===== config.mk =====
export PLATFORM = sky130hd
export DESIGN_NAME = wave_shaper_pipe
export DESIGN_NICKNAME = d
export VERILOG_FILES = /design/src/rtl/wave_shaper_pkg.sv /design/src/rtl/wave_cos_lut.sv /design/src/rtl/wave_shaper_pipe.sv
export SDC_FILE = /design/constraint.sdc
export NUM_CORES = 1
export LEC_CHECK = 0
export CAP_MARGIN = 5
export CELL_PAD_IN_SITES_DETAIL_PLACEMENT = 0
export CELL_PAD_IN_SITES_GLOBAL_PLACEMENT = 1
export CORE_MARGIN = 2
export CORE_UTILIZATION = 40
export CTS_BUF_LIST = sky130_fd_sc_hd__clkbuf_8 sky130_fd_sc_hd__clkbuf_16
export DETAILED_ROUTE_END_ITERATION = 12
export GPL_ROUTABILITY_DRIVEN = 0
export HOLD_SLACK_MARGIN = 0.02
export PLACE_DENSITY = 0.8
export SYNTH_ARGS = -nofsm -noshare
export SYNTH_HDL_FRONTEND = slang
export SYNTH_SLANG_ARGS = --single-unit

===== constraint.sdc =====
create_clock -name clk -period 3.7 [get_ports clk]
set_input_delay 1.11 -clock clk [delete_from_list [all_inputs] [get_ports clk]]
set_output_delay 1.11 -clock clk [all_outputs]
set_load 0.01 [all_outputs]

===== src/rtl/wave_shaper_pkg.sv =====
// Shared definitions for the waveform shaper: shape codes, quadrant
// encoding and the elaboration-time quarter-cosine table builder.
package wave_shaper_pkg;

  localparam logic [2:0] MODE_SAW_UP = 3'b000;
  localparam logic [2:0] MODE_SAW_DN = 3'b001;
  localparam logic [2:0] MODE_SQUARE = 3'b010;
  localparam logic [2:0] MODE_COS    = 3'b011;
  localparam logic [2:0] MODE_TRI    = 3'b100;

  // Quadrant = top two phase bits
  localparam logic [1:0] QUAD_0 = 2'b00;
  localparam logic [1:0] QUAD_1 = 2'b01;
  localparam logic [1:0] QUAD_2 = 2'b10;
  localparam logic [1:0] QUAD_3 = 2'b11;

  localparam real PI = 3.14159265358979323846;

  // Entry k of the quarter-cosine table:
  // round((2^(amp_w-1)-1) * cos(pi*k / (2*2^(phase_w-2)))).
  // The cosine is a Taylor series so the table needs nothing beyond
  // real arithmetic during elaboration; 12 terms are exact to well below
  // one LSB over 0..pi/2. The result is never negative, so +0.5 and
  // truncation round to nearest.
  function automatic int cos_quarter(input int k, input int phase_w, input int amp_w);
    real x;
    real term;
    real c;
    real scale;
    int  n;
    n     = 1 << (phase_w - 2);
    x     = PI * real'(k) / (2.0 * real'(n));
    term  = 1.0;
    c     = 1.0;
    for (int i = 1; i <= 12; i++) begin
      term = -term * x * x / ((2.0 * real'(i) - 1.0) * (2.0 * real'(i)));
      c    = c + term;
    end
    scale = real'((1 << (amp_w - 1)) - 1);
    return $rtoi(scale * c + 0.5);
  endfunction

endpackage


===== src/rtl/wave_cos_lut.sv =====
// Quarter-wave cosine lookup with quadrant fold and a registered output.
// This register is the cosine path's second pipeline stage.
module wave_cos_lut
  import wave_shaper_pkg::*;
#(
  parameter int PHASE_W = 8,
  parameter int AMP_W   = 10
) (
  input  logic               clk,
  input  logic               rst,
  input  logic               en,
  input  logic [1:0]         quad,
  input  logic [PHASE_W-3:0] addr,
  output logic [AMP_W-1:0]   amp
);

  localparam int N = 1 << (PHASE_W - 2);
  localparam logic [AMP_W-1:0] MID = AMP_W'(1) << (AMP_W - 1);

  logic [AMP_W-1:0]   qtab [0:N];
  logic [PHASE_W-2:0] idx;
  logic [AMP_W-1:0]   q;
  logic [AMP_W-1:0]   folded;

  for (genvar i = 0; i <= N; i++) begin : g_tab
    localparam int QV = cos_quarter(i, PHASE_W, AMP_W);
    assign qtab[i] = AMP_W'(QV);
  end

  // Odd quadrants read the table mirrored (N-k); quadrants 1 and 2 sit
  // below mid-scale, so the magnitude is subtracted there.
  always_comb begin
    idx = {1'b0, addr};
    if (quad == QUAD_1 || quad == QUAD_3) begin
      idx = (PHASE_W-1)'(N) - {1'b0, addr};
    end
    q = qtab[idx];
    case (quad)
      QUAD_0, QUAD_3: folded = MID + q;
      default:        folded = MID - q;
    endcase
  end

  // Stage 2 register; cleared by reset so a flushed pipe shows 0
  always_ff @(posedge clk) begin
    if (rst) begin
      amp <= '0;
    end else if (en) begin
      amp <= folded;
    end
  end

endmodule


===== src/rtl/wave_shaper_pipe.sv =====
// Pipelined phase-to-amplitude shaper: saw up/down, square, cosine,
// triangle. Shape and duty are latched only on a wrap sample, so each
// waveform cycle is produced with a single shape.
// Optional macro WAVE_SHAPER_GAIN_EN adds the gain port and a third
// stage that scales the output by (gain+1)/256.
module wave_shaper_pipe
  import wave_shaper_pkg::*;
#(
  parameter int PHASE_W = 8,
  parameter int AMP_W   = 10
) (
  input  logic               clk,
  input  logic               rst,
  input  logic               in_valid,
  input  logic [PHASE_W-1:0] phase_in,
  input  logic [2:0]         mode,
  input  logic [PHASE_W-1:0] duty,
`ifdef WAVE_SHAPER_GAIN_EN
  input  logic [7:0]         gain,
`endif
  output logic               out_valid,
  output logic [AMP_W-1:0]   amplitude,
  output logic               wrap,
  output logic [2:0]         mode_active
);

  logic               first;
  logic [PHASE_W-1:0] prev_phase;
  logic [2:0]         mode_reg;
  logic [PHASE_W-1:0] duty_reg;
  logic               is_wrap;

  logic               vld_p1;
  logic               wrap_p1;
  logic [PHASE_W-1:0] phase_p1;
  logic [AMP_W-1:0]   shape_p1;

  logic               vld_p2;
  logic               wrap_p2;
  logic               sel_cos_p2;
  logic [AMP_W-1:0]   other_p2;
  logic [AMP_W-1:0]   cos_p2;
  logic [AMP_W-1:0]   raw_p2;

  function automatic logic [AMP_W-1:0] saw_up(input logic [PHASE_W-1:0] ph);
    return AMP_W'(ph) << (AMP_W - PHASE_W);
  endfunction

  function automatic logic [AMP_W-1:0] tri_shape(input logic [PHASE_W-1:0] ph);
    logic [PHASE_W-2:0] t;
    t = ph[PHASE_W-2:0];
    if (ph[PHASE_W-1]) begin
      t = ~t;
    end
    return AMP_W'(t) << (AMP_W - PHASE_W + 1);
  endfunction

  // A fresh stream or a backwards step in phase starts a new cycle;
  // equal phases are a hold, not a wrap.
  assign is_wrap = first || (phase_in < prev_phase);

  // ---- stage 1: wrap decision, shape/duty latch, phase register ----
  // Control state: stage valid, wrap flag and the per-cycle shape settings
  always_ff @(posedge clk) begin
    if (rst) begin
      first    <= 1'b1;
      mode_reg <= MODE_SAW_UP;
      duty_reg <= '0;
      vld_p1   <= 1'b0;
      wrap_p1  <= 1'b0;
    end else begin
      vld_p1  <= in_valid;
      wrap_p1 <= in_valid && is_wrap;
      if (in_valid) begin
        first <= 1'b0;
        if (is_wrap) begin
          mode_reg <= mode;
          duty_reg <= duty;
        end
      end
    end
  end

`ifdef WAVE_SHAPER_GAIN_EN
  logic [7:0] gain_p1;
  logic [7:0] gain_p2;

  // Data carried with each accepted sample
  always_ff @(posedge clk) begin
    if (in_valid) begin
      prev_phase <= phase_in;
      phase_p1   <= phase_in;
      gain_p1    <= gain;
    end
  end
`else
  // Data carried with each accepted sample
  always_ff @(posedge clk) begin
    if (in_valid) begin
      prev_phase <= phase_in;
      phase_p1   <= phase_in;
    end
  end
`endif

  // Non-cosine shapes straight from the stage-1 phase; codes above
  // MODE_TRI fall through to 0.
  always_comb begin
    shape_p1 = '0;
    case (mode_reg)
      MODE_SAW_UP: shape_p1 = saw_up(phase_p1);
      MODE_SAW_DN: shape_p1 = ~saw_up(phase_p1);
      MODE_SQUARE: shape_p1 = (phase_p1 < duty_reg) ? '1 : '0;
      MODE_TRI:    shape_p1 = tri_shape(phase_p1);
      default:     shape_p1 = '0;
    endcase
  end

  // ---- stage 2: LUT read / fold and shape mux ----
  wave_cos_lut #(
    .PHASE_W (PHASE_W),
    .AMP_W   (AMP_W)
  ) u_cos_lut (
    .clk  (clk),
    .rst  (rst),
    .en   (vld_p1),
    .quad (phase_p1[PHASE_W-1:PHASE_W-2]),
    .addr (phase_p1[PHASE_W-3:0]),
    .amp  (cos_p2)
  );

  // Stage-2 registers; only loaded on a valid sample so outputs hold
  // through input gaps
  always_ff @(posedge clk) begin
    if (rst) begin
      vld_p2     <= 1'b0;
      wrap_p2    <= 1'b0;
      sel_cos_p2 <= 1'b0;
      other_p2   <= '0;
    end else begin
      vld_p2  <= vld_p1;
      wrap_p2 <= wrap_p1;
      if (vld_p1) begin
        sel_cos_p2 <= (mode_reg == MODE_COS);
        other_p2   <= shape_p1;
      end
    end
  end

  assign raw_p2 = sel_cos_p2 ? cos_p2 : other_p2;

`ifdef WAVE_SHAPER_GAIN_EN
  logic             vld_p3;
  logic             wrap_p3;
  logic [AMP_W-1:0] amp_p3;

  // (raw * (gain+1)) >> 8; the product width leaves no room for overflow
  function automatic logic [AMP_W-1:0] apply_gain(input logic [AMP_W-1:0] raw,
                                                  input logic [7:0]       g);
    logic [AMP_W+8:0] prod;
    prod = (AMP_W+9)'(raw) * (AMP_W+9)'({1'b0, g} + 9'd1);
    return AMP_W'(prod >> 8);
  endfunction

  // Gain value travels alongside its sample
  always_ff @(posedge clk) begin
    if (vld_p1) begin
      gain_p2 <= gain_p1;
    end
  end

  // ---- stage 3: gain multiply ----
  // Output register, cleared on reset and held between valid samples
  always_ff @(posedge clk) begin
    if (rst) begin
      vld_p3  <= 1'b0;
      wrap_p3 <= 1'b0;
      amp_p3  <= '0;
    end else begin
      vld_p3  <= vld_p2;
      wrap_p3 <= wrap_p2;
      if (vld_p2) begin
        amp_p3 <= apply_gain(raw_p2, gain_p2);
      end
    end
  end

  assign out_valid = vld_p3;
  assign wrap      = wrap_p3;
  assign amplitude = amp_p3;
`else
  assign out_valid = vld_p2;
  assign wrap      = wrap_p2;
  assign amplitude = raw_p2;
`endif

  assign mode_active = mode_reg;

endmodule

==> impl_metrics.env <==
export IMPL_status="finished clean"
export IMPL_rsz0062_at_grt="no"
export IMPL_track_usage_pct=20.2
export IMPL_crit_top_cell="ha_2"
export IMPL_synthTopCellsByCount="nor2_1 (43), nand2b_1 (39), dfxtp_1 (36), a21oi_1 (31), ha_1 (29)"
export IMPL_synth_top_family_by_area="compound AO/OA/AOI/OAI gates"
export IMPL_nets=574
export IMPL_top_regs="u_cos_lut.amp x10, other_p2 x9"
export IMPL_grt_pass1_vias=3672
export IMPL_crit_chain="ha_2 > or2_1 > o21ai_4 > ha_2 > nor2_1 > a22o_1 > a21o_1 > a211oi_1 > a211oi_2 > ha_2 > nand2_1 > nor4_2 > mux2_1 > a21oi_1"
export IMPL_synth_xor_area_share_pct=4.91
export IMPL_post_cts_setup_buffers=0
export IMPL_holdCritStartpoint="wrap_p1"
export IMPL_post_place_ws_ps=97.6
export IMPL_ys_flop_type="dfxtp_1"
export IMPL_cts_hold_buf=0
export IMPL_setup_ws_ps=148
export IMPL_synth_compound_area_share_pct=27.4
export IMPL_port_buffers=36
export IMPL_synth_edff_count=8
export IMPL_final_util_pct=48.9
export IMPL_r2r_cells=14
export IMPL_slew_headroom_pct=18.8
export IMPL_startpoint_type="register"
export IMPL_ir_drop_v=0.000268
export IMPL_synthArstFlopShare_pct=0
export IMPL_yosys_warnings=0
export IMPL_clk_insertion_delay_late_ps=300
export IMPL_netlist_instances=493
export IMPL_yosys_area_share_simple_pct=20.3
export IMPL_skew_ps=7.45
export IMPL_setup_viol_count_final=0
export IMPL_cts_buffer_depth=2
export IMPL_reg2reg_to="u_cos_lut.amp[8]"
export IMPL_yosysMostFrequentCell="nor2_1"
export IMPL_grt_max_degree=28
export IMPL_top_register="u_cos_lut.amp"
export IMPL_root_buffer="clkbuf_8"
export IMPL_fin_setup_tns_ps=0
export IMPL_synth_mux_area_share_pct=7.97
export IMPL_final_layout_size_suffix_gt1_share_pct=16.2
export IMPL_hold_end="wrap"
export IMPL_ys_ff_latch=44
export IMPL_end_kind="register"
export IMPL_wirelength_microns=11100
export IMPL_cpMaxStageDelayCell="edfxtp_1"
export IMPL_path_buf_inv=0
export IMPL_finalHoldViolations=0
export IMPL_period_needed_ps=3550
export IMPL_viasPerCell=5.70
export IMPL_critPathMaxFanout=7
export IMPL_largest_reg_flops=10
export IMPL_r2r_start="phase_p1[6]"
export IMPL_cpPeakStageDelay_ps=440
export IMPL_fin_crit_sh_pct=96.0
export IMPL_cts_sinks=44
export IMPL_cp_top_family="compound AO/OA/AOI/OAI gates"
export IMPL_synth_top_area_share_pct=17.7
export IMPL_critPathKind="register to register"
export IMPL_die_area_sq_um=11000
export IMPL_grt_overflow=0
export IMPL_netlist_area_sq_um=4080
export IMPL_min_path_type="register to register"
export IMPL_io_pins=37
export IMPL_stdcell_area_sq_um=4800
export IMPL_seq_area_frac_synth_pct=23.6
export IMPL_synth_top_cell_by_area="dfxtp_1"
export IMPL_drcViolationCount=0
export IMPL_required_ps=3940
export IMPL_slew_viol_final=0
export IMPL_whs_path_depth=1
export IMPL_die_w_microns=105
export IMPL_arrival_ps=3790
export IMPL_fp_dieH_microns=105
export IMPL_syn_nets=544
export IMPL_synthAdderAreaFrac_pct=8.89
export IMPL_placed_cell_area_sq_um=4640
export IMPL_detail_route_iter0_violations=206
export IMPL_start_util_pct=41.6
export IMPL_hpwl_microns=8340
export IMPL_synth_area_per_cell_sq_um=8.28
export IMPL_core_area_sq_um=9820
export IMPL_worstMarginPinSlew_ps=1220
export IMPL_maxCapViolCount=0
export IMPL_yosys_top_cells_area="dfxtp_1 (18%), ha_1 (8.9%), nand2b_1 (6.0%)"
export IMPL_diodes=0
export IMPL_std_cell_rows=36
export IMPL_routedWlPerCell_microns=16.8
export IMPL_fmax_mhz=282
export IMPL_grt_pass1_wl_microns=18400
export IMPL_r2r_slack_ps=150
export IMPL_cts_buffers=5
export IMPL_cts_tree="yes"
export IMPL_antenna_found_initial=0
export IMPL_h_tree_depth=2
export IMPL_yosysUniqueCellTypes=79
export IMPL_vias=3745
export IMPL_clk_pin_slew_ps=90
export IMPL_dr_pass1_iters=5
export IMPL_syn2layout_area_growth_pct=17.7
export IMPL_leakagePower_uw=0.00184
export IMPL_p_per_area_nw_per_um2=395
export IMPL_postRouteAntennaNets=0
kinds of logic after synthesis:
group	count (synthesis)
AOI/OAI and AO/OA	150
xor gates and xnor gates	22
adders and majority gates	29
buffers and inverters	63
DFF	44
muxes	30
and+or+nand+nor	155
metrics by stage:
step	total power [uW]	cells	hold WS [ps]
floorplan	1220	493	414
global placement	1470	649	433
detailed placement	1480	649	430
CTS	1870	657	465
global route	2020	657	484
finish	1890	657	462
power by group:
group / internal, uW / switching (uW) / leakage, uW / total, uW
clock: 204 / 183 / 0.0000591 / 388
sequential: 531 / 43.9 / 0.000374 / 575
combinational: 404 / 528 / 0.00141 / 932
worst max path at each step:
stage	slack (ps)	cells past startpoint	to	start
floorplan	50	16	u_cos_lut.amp[8]	phase_p1[0]
global placement	200	14	u_cos_lut.amp[4]	phase_p1[6]
detailed placement	100	14	u_cos_lut.amp[4]	phase_p1[6]
CTS	70	14	u_cos_lut.amp[4]	phase_p1[6]
global route	20	15	u_cos_lut.amp[8]	phase_p1[7]
finish	150	14	u_cos_lut.amp[8]	phase_p1[6]
per-layer routing:
layer  vias up  share of wire (%)  routed length [microns]  GRT usage, %
met5         -                  0                        0             0
met4         0                2.3                      253          6.57
met3        21                5.3                      581          2.62
met2       129                 48                     5260          34.0
met1      1758                 45                     4960          26.7
li1       1837                  -                        -             -
cells in the final DEF, fill, tap and decap left out, drive strengths merged, types with 4 or more instances in the layout:
cell,netlist,layout
nor4,4,4
a31oi,8,8
a21o,12,12
o211ai,8,8
clkdlybuf4s50,0,36
buf,22,28
nor2,43,43
o21a,4,4
a211oi,17,17
dfxtp,36,36
nand3,8,8
o21ai,25,25
nand2,22,22
nand2b,39,39
edfxtp,8,8
nor3,12,12
inv,22,24
nor3b,4,4
ha,29,29
mux2i,19,19
o22a,8,8
xnor2,20,20
a21oi,32,32
clkbuf,19,5
mux2,10,10
nor2b,6,6
final cells by class:
type	instances	area, sq um
inverter	22	82.6
tap	133	166
clock buffer	5	68.8
multi-input combinational	386	2910
sequential	44	961
clock inverter	3	45.0
fill	996	5020
timing repair buffer	64	571
timing repair:
item,CTS,global route
resized for setup,0,10
endpoints found under the hold margin,0,0
setup endpoints to repair,0,4
Note: power is estimated with default switching activity, not from simulation.
